==> src/rtl/cordic_ci.sv <==
// cordic_ci: Nios II multi-cycle custom instruction around an iterative
// rotation-mode CORDIC engine.
//   n=0 : start sin/cos of the Q16.16 angle on dataa (done after ITERATIONS+1 edges)
//   n=1 : read back cosine, n=2 : read back sine, other opcodes read 0
// Optional feature: define CORDIC_QUADRANT_EN to pre-rotate by +/-pi/2 at load,
// extending the usable angle range to +/-pi.
// reset is asynchronous and active-low.
module cordic_ci #(
    parameter int ITERATIONS = 16
) (
    input  logic        clk,
    input  logic        reset,
    input  logic        clk_en,
    input  logic        start,
    input  logic [7:0]  n,
    input  logic [31:0] dataa,
    input  logic [31:0] datab,
    output logic [31:0] result,
    output logic        done
);

    typedef enum logic [1:0] {IDLE, RUN, DONE} state_t;

    localparam logic signed [31:0] K_GAIN  = 32'sd39797;   // 0.607253 in Q16.16
    localparam logic signed [31:0] HALF_PI = 32'sd102944;  // pi/2 in Q16.16
    localparam logic [4:0]         LAST    = 5'(ITERATIONS);

    state_t             state, state_nxt;
    logic [4:0]         iter;
    logic signed [31:0] x, y, z;
    logic signed [31:0] x_nxt, y_nxt, z_nxt;
    logic signed [31:0] cos_reg, sin_reg;
    logic [31:0]        rd_data;
    logic               unused_datab;

    // datab carries no information for this instruction
    assign unused_datab = ^datab;

    // arctangent of 2^-idx in Q16.16
    function automatic logic signed [31:0] atan_lut(input logic [4:0] idx);
        case (idx)
            5'd0:    atan_lut = 32'sd51472;
            5'd1:    atan_lut = 32'sd30386;
            5'd2:    atan_lut = 32'sd16055;
            5'd3:    atan_lut = 32'sd8150;
            5'd4:    atan_lut = 32'sd4091;
            5'd5:    atan_lut = 32'sd2047;
            5'd6:    atan_lut = 32'sd1024;
            5'd7:    atan_lut = 32'sd512;
            5'd8:    atan_lut = 32'sd256;
            5'd9:    atan_lut = 32'sd128;
            5'd10:   atan_lut = 32'sd64;
            5'd11:   atan_lut = 32'sd32;
            5'd12:   atan_lut = 32'sd16;
            5'd13:   atan_lut = 32'sd8;
            5'd14:   atan_lut = 32'sd4;
            5'd15:   atan_lut = 32'sd2;
            default: atan_lut = 32'sd0;
        endcase
    endfunction

    // state register; clk_en freezes the FSM
    always_ff @(posedge clk or negedge reset) begin
        // NOTE: sequential state uses non-blocking assignments so every register samples pre-edge values.
        if (!reset)      state <= IDLE;
        else if (clk_en) state <= state_nxt;
    end

    // next-state logic
    always_comb begin
        // NOTE: default first so no path leaves state_nxt unassigned (no latch).
        state_nxt = state;
        case (state)
            IDLE:    if (start) state_nxt = (n == 8'd0) ? RUN : DONE;
            RUN:     if (iter == LAST) state_nxt = DONE;
            DONE:    state_nxt = IDLE;
            default: state_nxt = IDLE;
        endcase
    end

    // outputs: done is high for the single cycle spent in DONE
    always_comb begin
        done = (state == DONE);
    end

    // one micro-rotation: rotate toward z=0 with arithmetic shifts, 32-bit wrap
    always_comb begin
        x_nxt = x;
        y_nxt = y;
        z_nxt = z;
        if (!z[31]) begin
            x_nxt = x - (y >>> iter);
            y_nxt = y + (x >>> iter);
            z_nxt = z - atan_lut(iter);
        end else begin
            x_nxt = x + (y >>> iter);
            y_nxt = y - (x >>> iter);
            z_nxt = z + atan_lut(iter);
        end
    end

    // read-back mux for non-compute opcodes
    always_comb begin
        case (n)
            8'd1:    rd_data = cos_reg;
            8'd2:    rd_data = sin_reg;
            default: rd_data = 32'd0;
        endcase
    end

    // datapath: load, iterate, capture results and the read response
    always_ff @(posedge clk or negedge reset) begin
        if (!reset) begin
            x       <= '0;
            y       <= '0;
            z       <= '0;
            iter    <= '0;
            cos_reg <= '0;
            sin_reg <= '0;
            result  <= '0;
        end else if (clk_en) begin
            case (state)
                IDLE: begin
                    if (start && n == 8'd0) begin
                        iter <= '0;
`ifdef CORDIC_QUADRANT_EN
                        if ($signed(dataa) > HALF_PI) begin
                            x <= '0;
                            y <= K_GAIN;
                            z <= $signed(dataa) - HALF_PI;
                        end else if ($signed(dataa) < -HALF_PI) begin
                            x <= '0;
                            y <= -K_GAIN;
                            z <= $signed(dataa) + HALF_PI;
                        end else begin
                            x <= K_GAIN;
                            y <= '0;
                            z <= $signed(dataa);
                        end
`else
                        x <= K_GAIN;
                        y <= '0;
                        z <= $signed(dataa);
`endif
                    end else if (start) begin
                        result <= rd_data;
                    end
                end
                RUN: begin
                    if (iter == LAST) begin
                        cos_reg <= x;
                        sin_reg <= y;
                        result  <= '0;
                    end else begin
                        x    <= x_nxt;
                        y    <= y_nxt;
                        z    <= z_nxt;
                        iter <= iter + 5'd1;
                    end
                end
                default: ;
            endcase
        end
    end

endmodule

==> config.mk <==
export PLATFORM = sky130hd
export DESIGN_NAME = cordic_ci
export DESIGN_NICKNAME = d
export VERILOG_FILES = /design/src/rtl/cordic_ci.sv
export SDC_FILE = /design/constraint.sdc
export NUM_CORES = 1
export LEC_CHECK = 0
export BUFFER_PORTS_ARGS = -buffer_cell sky130_fd_sc_hd__buf_2
export CAP_MARGIN = 20
export CORE_UTILIZATION = 57
export CTS_BUF_LIST = sky130_fd_sc_hd__clkbuf_4 sky130_fd_sc_hd__clkbuf_8
export DETAILED_ROUTE_END_ITERATION = 10
export PLACE_DENSITY_LB_ADDON = 0.3
export SLEW_MARGIN = 20
export SYNTH_ARGS = -nofsm -noshare
export SYNTH_HDL_FRONTEND = slang
export SYNTH_SLANG_ARGS = --single-unit
==> constraint.sdc <==
create_clock -name clk -period 8.4 [get_ports clk]
set_clock_uncertainty 0.1 [all_clocks]
set_input_delay 0.42 -clock clk [delete_from_list [all_inputs] [get_ports clk]]
set_output_delay 0.42 -clock clk [all_outputs]
set_load 0.005 [all_outputs]
==> results of run 1 <==
[power by group through the flow]
stage                     Combinational (uW)  Sequential, uW  Clock [uW]
after floorplan                         1210            1050           0
after global placement                  1480            1130           0
after detailed placement                1510            1130           0
after CTS                               1530            1110         659
after global routing                    1700            1130         688
final                                   1550            1120         642
[worst reg2reg max path, cell delays in order (launching register included)]
cell       delay [ps]
dfrtp_4           930
mux4_1            820
mux2_2            390
a2111oi_1         800
ha_1              310
nand3_1           150
nor2_1            270
and3_1            260
and2_1            160
nor2_1             50
xnor2_1           160
ha_1              380
a21o_1            210
a21oi_1           180
o221ai_1          170
a2111oi_0         500
o41ai_1           280
a311oi_1          570
o21ai_0           170
a21oi_1           200
xnor2_1           100
or3_1             310
o21ai_0            90
[cell usage after synthesis (5+ instances only)]
cell type	instances	share of area, %
mux4_1	8	1.2
a221o_1	6	0.33
o22ai_1	23	0.79
or2_2	7	0.24
xor2_1	68	3.3
a21o_1	56	2.3
a221oi_1	10	0.48
a31oi_1	23	0.79
o21ai_0	148	4.1
o221ai_1	6	0.29
a22oi_1	57	2.4
nand4_1	6	0.21
o21bai_1	7	0.29
a21oi_1	142	3.9
nor3_1	33	0.91
o21a_1	19	0.78
mux4_2	58	7.2
a222oi_1	6	0.33
nor2_1	160	3.3
a211o_1	6	0.29
buf_1	17	0.35
or3_1	8	0.28
xnor2_1	76	3.7
mux2i_1	44	2.4
nor2b_1	22	0.76
nor3b_1	10	0.41
o22a_1	5	0.24
nand2b_1	26	0.89
a21boi_0	5	0.21
nand3_1	29	0.80
mux2_2	103	6.4
nand2_1	190	3.9
a211oi_1	10	0.41
o211ai_1	12	0.50
a22o_1	6	0.29
ha_1	109	7.5
o31ai_1	47	1.9
clkbuf_1	97	2.0
inv_1	49	1.0
dfrtp_1	199	27
and2_1	12	0.41
and3_1	17	0.58
[kinds of logic (layout without fill, tap and decap cells)]
logic type | count (synthesis) | count (layout)
buf+inv | 176 | 213
simple gates | 541 | 541
fa+ha+maj | 112 | 112
mux | 214 | 214
compound gates | 639 | 639
xor+xnor | 144 | 144
flops | 199 | 199
[through the flow]
step           area (sq um)  hold WS [ps]  power, uW
2_1_floorplan         18200          24.4       2260
3_3_place_gp          18900           356       2610
3_5_place_dp          18900           361       2650
4_1_cts               19500          1.80       3300
5_1_grt               19500          35.2       3520
6_report              19500          24.9       3320
[final timing paths]
check                      depth (start not counted)    endpoint
setup reg to reg                                  22       x[31]
max in group asynchronous                          3       y[28]
hold reg to reg                                    2  result[19]
setup / recovery                                  22       x[31]
hold / removal                                     3       z[18]
min in group asynchronous                          2  result[10]
[metal layers]
metal / track usage (%) / routed length, microns / share of wire (%) / vias to the layer above
li1: - / - / - / 7606
met1: 47.6 / 23600 / 41 / 8110
met2: 57.7 / 26300 / 46 / 857
met3: 5.68 / 4660 / 8.1 / 166
met4: 16.2 / 2610 / 4.6 / 0
met5: 0 / 0 / 0 / -
[area by class of cell]
type                       count  area, sq um  share of cell area [%]
multi-input combinational   1650        12600                    64.3
sequential                   199         4990                    25.6
timing repair buffer         130          875                    4.48
tap                          402          503                    2.58
clock buffer                  18          248                    1.27
inverter                      51          191                   0.981
clock inverter                14          150                   0.770
[repair_timing]
action	in CTS	in global routing
gates resized for setup	0	0
endpoints found under the setup margin	0	0
hold buffers	22	0
hold endpoints to repair	88	0
==> results.md, run 1 <==
* Period utilization at 91.0%
* Pre-CTS setup slack at 969 ps
* Die area at 32600 sq um
* Combinational Power Share at 46.8%
* Fin cells at 2464
* Drt drc at 0
* Share of layout cells above drive strength 1 at 16.5%
* Clock Tree Root: clkbuf_8
* Cell Count Post-Placement at 2410
* Post-DP HPWL at 40800 microns
* Relative max-transition margin at 37.8%
* Critical Path AT at 8000 ps
* Post-DR vias/cell at 6.79
* Final Hold Viols at 0
* Static leakage at 0.00878 uW
* CP Launch Type: flip-flop
* Mean area per synthesized cell at 8.98 sq um
* Antenna Diode Count at 0
* Die extent in x at 181 microns
* Via Count at 16700
* Synth Area in XOR/XNOR at 6.93%
* Post-Syn Nets at 2213
* Crit end category: flip-flop
* CP Buf/Inv Count at 0
* Yosys warnings at 0
* Die height at 181 microns
* Critical path's slowest cell: dfrtp_4
* Synth Area in Adders at 7.83%
* Commonest cells after routing, fill and taps aside: 195 x dfrtp_1, 190 x nand2_1, 158 x nor2_1
* Multiplexer share of the synthesized area at 17.2%
* Routed Antenna Nets at 0
* Netlist cell types at 80
* Async SR Flop Fraction at 100%
* # nets final at 2237
* Worst-skew pair later-pin latency at 540 ps
* Post-synth top flop: dfrtp_1
* Reg2reg start: iter[0]
* Critical Path RT at 8760 ps
* Worst setup path start: iter[0]
* Clock power frac at 19.4%
* Register area share after synthesis at 27.4%
* Port-buffer cells at 76
* Starting Density at 57.8%
* Critical path peak fanout at 48
* Cells after synthesis at 2025
* Pin slew with the least headroom to its limit at 931 ps
* Worst vdd ir at 104 uV
* Row cnt at 65
* PD cells at 170 nW/um^2
* Unrepaired setup endpoints after global routing: no
* Synth Area in Simple Gates at 13.9%
* First-pass GRT wire length at 91400 microns
* H-Tree Depth at 4
* Initial antenna violation count at 0
* Max-Cap Viols at 0
* Detailed Route WL at 57300 microns
* Sw frac at 42.8%
* Commonest non-fill, non-tap cell in the layout: dfrtp_1
* Status: finished, final reports clean
* Compound-Gate Fraction of Synth Area at 22.9%
* Internal power at 1900 uW
* DRT iter0 DRCs at 1891
* Tot GR Track Use at 35.9%
* Number of buffers created by CTS at 17
* Hold_sp: dataa[18]
* Hold Path Class: in2reg
* Final core occ at 62.0%
* NetSw at 1420 uW
* # clock sinks at 199
* TNS Setup at 0 ps
* Max clock buf depth at 2
* Crit path time final at 7640 ps
* GRT overflow at 0
* Area added between synthesis and finish at 7.23%
* Reg2reg setup slack at 760 ps
* Largest net degree at the start of global routing at 86
* Sequential power share at 33.8%
* Main combinational cell family by area after synthesis: compound AO/OA/AOI/OAI gates
* Final Setup Violations at 0
* CP cell instances: mux4_1 -> mux2_2 -> a2111oi_1 -> ha_1 -> nand3_1 -> nor2_1 -> and3_1 -> and2_1 -> nor2_1 -> xnor2_1 -> ha_1 -> a21o_1 -> a21oi_1 -> o221ai_1 -> a2111oi_0 -> o41ai_1 -> a311oi_1 -> o21ai_0 -> a21oi_1 -> xnor2_1 -> or3_1 -> o21ai_0
* Vias in the first global route at 16200
* EDFF count, synth at 0
* Crit-path max cell delay at 930 ps
* GPL Wtd Cong at 1.02
* Worst setup margin at 756 ps
* Max Transition Viols Final at 0
* CTS clk-pin slew, worst paths at 110 ps
* Crit Path Category: reg2reg
* Fmax at 131 MHz
* IO Pins at 109
* Post-CTS Setup Inserts at 0
* Initial DRT Pass Iterations at 8
* Mapped Area at 18200 sq um
* CTS tree: done
* Core footprint at 31500 sq um
* CP delay by family, top: compound AO/OA/AOI/OAI gates
* #FFs+latches synth at 199
* WL per Instance at 23.2 microns
* Layout fillers at 2730
No activity file was read; power rests on OpenSTA's default activity.
==> run 2: changes to the inputs <==
--- a/config.mk
+++ b/config.mk
@@ -7,7 +7,7 @@
 export LEC_CHECK = 0
 export BUFFER_PORTS_ARGS = -buffer_cell sky130_fd_sc_hd__buf_2
 export CAP_MARGIN = 20
-export CORE_UTILIZATION = 57
+export CORE_UTILIZATION = 25
 export CTS_BUF_LIST = sky130_fd_sc_hd__clkbuf_4 sky130_fd_sc_hd__clkbuf_8
 export DETAILED_ROUTE_END_ITERATION = 10
 export PLACE_DENSITY_LB_ADDON = 0.3
==> run 2 against run 1 <==
  * Utilization fell by 34 points
  * Sequential share of layout area fell by 1.1 points
  * Clock power grew 7.8%
  * Wire length grew 12%
  * Sequential cell count stayed put
  * First-iteration DRC count shrank 28%
  * Hold slack improved by 160 ps
  * Largest cell class unchanged
  * Die area rose by 130%
  * Critical path depth unchanged
  * Setup slack better by 200 ps
  * Critical endpoint unchanged
  * Register-to-register slack improved by 200 ps
==> results.md, run 2 (same netlist as run 1, synthesis figures left out) <==
* Status: finished, final reports clean
* Row cnt at 98
* Critical path peak fanout at 48
* Largest net degree at the start of global routing at 83
* Routed Antenna Nets at 0
* Sw frac at 43.6%
* Core footprint at 71700 sq um
* Share of layout cells above drive strength 1 at 16.6%
* Initial antenna violation count at 2
* Detailed Route WL at 64000 microns
* Crit path time final at 7440 ps
* Worst vdd ir at 82.4 uV
* Drt drc at 0
* Relative max-transition margin at 21.6%
* Placed inst area at 19600 sq um
* Tot GR Track Use at 17.4%
* NetSw at 1480 uW
* Fin cells at 3030
* Period utilization at 88.6%
* Critical Path AT at 7840 ps
* DRT iter0 DRCs at 1369
* GR peak layer: met2
* Cell Count Post-Placement at 2963
* CTS tree: done
* Clock power frac at 20.4%
* Starting Density at 25.4%
* Unrepaired setup endpoints after global routing: no
* GPL Wtd Cong at 0.911
* # clock sinks at 199
* TNS Setup at 0 ps
* Post-layout instance area at 20400 sq um
* Layout fillers at 7603
* Crit end category: flip-flop
* IO Pins at 109
* # nets final at 2254
* Worst-skew pair later-pin latency at 590 ps
* Internal power at 1910 uW
* Sequential cell area at 4990 sq um
* Total power at 3390 uW
* Post-DR vias/cell at 5.43
* Clock Tree Root: clkbuf_8
* Commonest non-fill, non-tap cell in the layout: dfrtp_1
* H-Tree Depth at 4
* Pin slew with the least headroom to its limit at 1170 ps
* Die extent in x at 272 microns
* Max Transition Viols Final at 0
* Static leakage at 0.00886 uW
* Die area at 73800 sq um
* First-pass GRT wire length at 99400 microns
* Final Hold Viols at 0
* Commonest cells after routing, fill and taps aside: 195 x dfrtp_1, 190 x nand2_1, 158 x nor2_1
* Hold Path Class: in2reg
* Post-DP HPWL at 46500 microns
* Post-cts resize count at 0
* Met2 Usage GRT at 27.7%
* Critical Path RT at 8800 ps
* Max clock buf depth at 2
* Area added between synthesis and finish at 12.0%
* Grt met1 use at 24.0%
* Fmax at 134 MHz
* WL per Instance at 21.1 microns
* GRT overflow at 0
* Max-Cap Viols at 0
* CTS clk-pin slew, worst paths at 120 ps
* Port-buffer cells at 76
* GR Util met3 at 2.66%
* Vias in the first global route at 16400
* Initial DRT Pass Iterations at 7
* Final Setup Violations at 0
* Die height at 272 microns
* Combinational Power Share at 46.3%
* Number of buffers created by CTS at 17
* Sequential power share at 33.3%
* Multi-input logic area at 12500 sq um
* Via Count at 16500
* PD cells at 166 nW/um^2
* CP Launch Type: flip-flop
* Crit Path Category: reg2reg
## run 2: worst max-delay path, cell delays in order (launching register included)
cell	delay, ps
dfrtp_4	930
buf_4	420
mux4_2	550
mux2_2	300
a221oi_1	640
nand4b_1	380
nor2_1	330
and3_1	250
and2_1	160
nor2_1	50
xnor2_1	160
ha_1	390
a21o_1	210
a21oi_1	190
o221ai_1	180
a2111oi_0	480
o41ai_1	240
a311oi_1	500
o21ai_0	160
a21oi_1	190
xnor2_1	120
or3_1	310
o21ai_0	70
## run 2: final timing paths
kind	start	to	slack, ps	cells after the start
max	iter[0]	x[31]	960	22
min reg2reg	result[18]	result[18]	390	2
max in group asynchronous	reset	cos_reg[30]	6590	3
min	start	iter[3]	180	4
max reg2reg	iter[0]	x[31]	960	22
min in group asynchronous	reset	result[1]	300	2
## run 2: what timing repair did
action                    in CTS  in global routing
hold buffers                  34                  0
hold endpoints to repair     113                  0
buffers inserted               0                  0
## run 2: power groups by stage
stage	clock network (uW)	logic, uW	registers (uW)
floorplan	0	1210	1050
global placement	0	1530	1140
detailed placement	0	1540	1140
CTS	726	1560	1120
global route	752	1730	1130
finish	692	1570	1130
## run 2: metrics by stage
stage / utilization [%] / hold WS, ps / setup WS (ps)
global placement: 27.3 / 355 / 1210
detailed placement: 27.3 / 361 / 1040
CTS: 28.4 / 119 / 980
finish: 28.4 / 183 / 961
global route: 28.4 / 182 / 449
floorplan: - / 24.4 / 1860
## run 2: metal layers
metal  share of wire, %  wire (microns)
met5              0.013               8
met4                2.2            1400
met3                5.8            3730
met2                 46           29300
met1                 46           29500
## run 2: final cells by class
| class | count | share of cell area (%) |
|---|---|---|
| clock inverters | 15 | 0.952 |
| flip-flops and latches | 199 | 24.5 |
| clock buffers | 17 | 1.15 |
| inverters | 51 | 0.940 |
| repair buffers | 147 | 5.01 |
| diodes | 1 | 0.0123 |
| well taps | 950 | 5.84 |
| multi-input cells | 1650 | 61.6 |
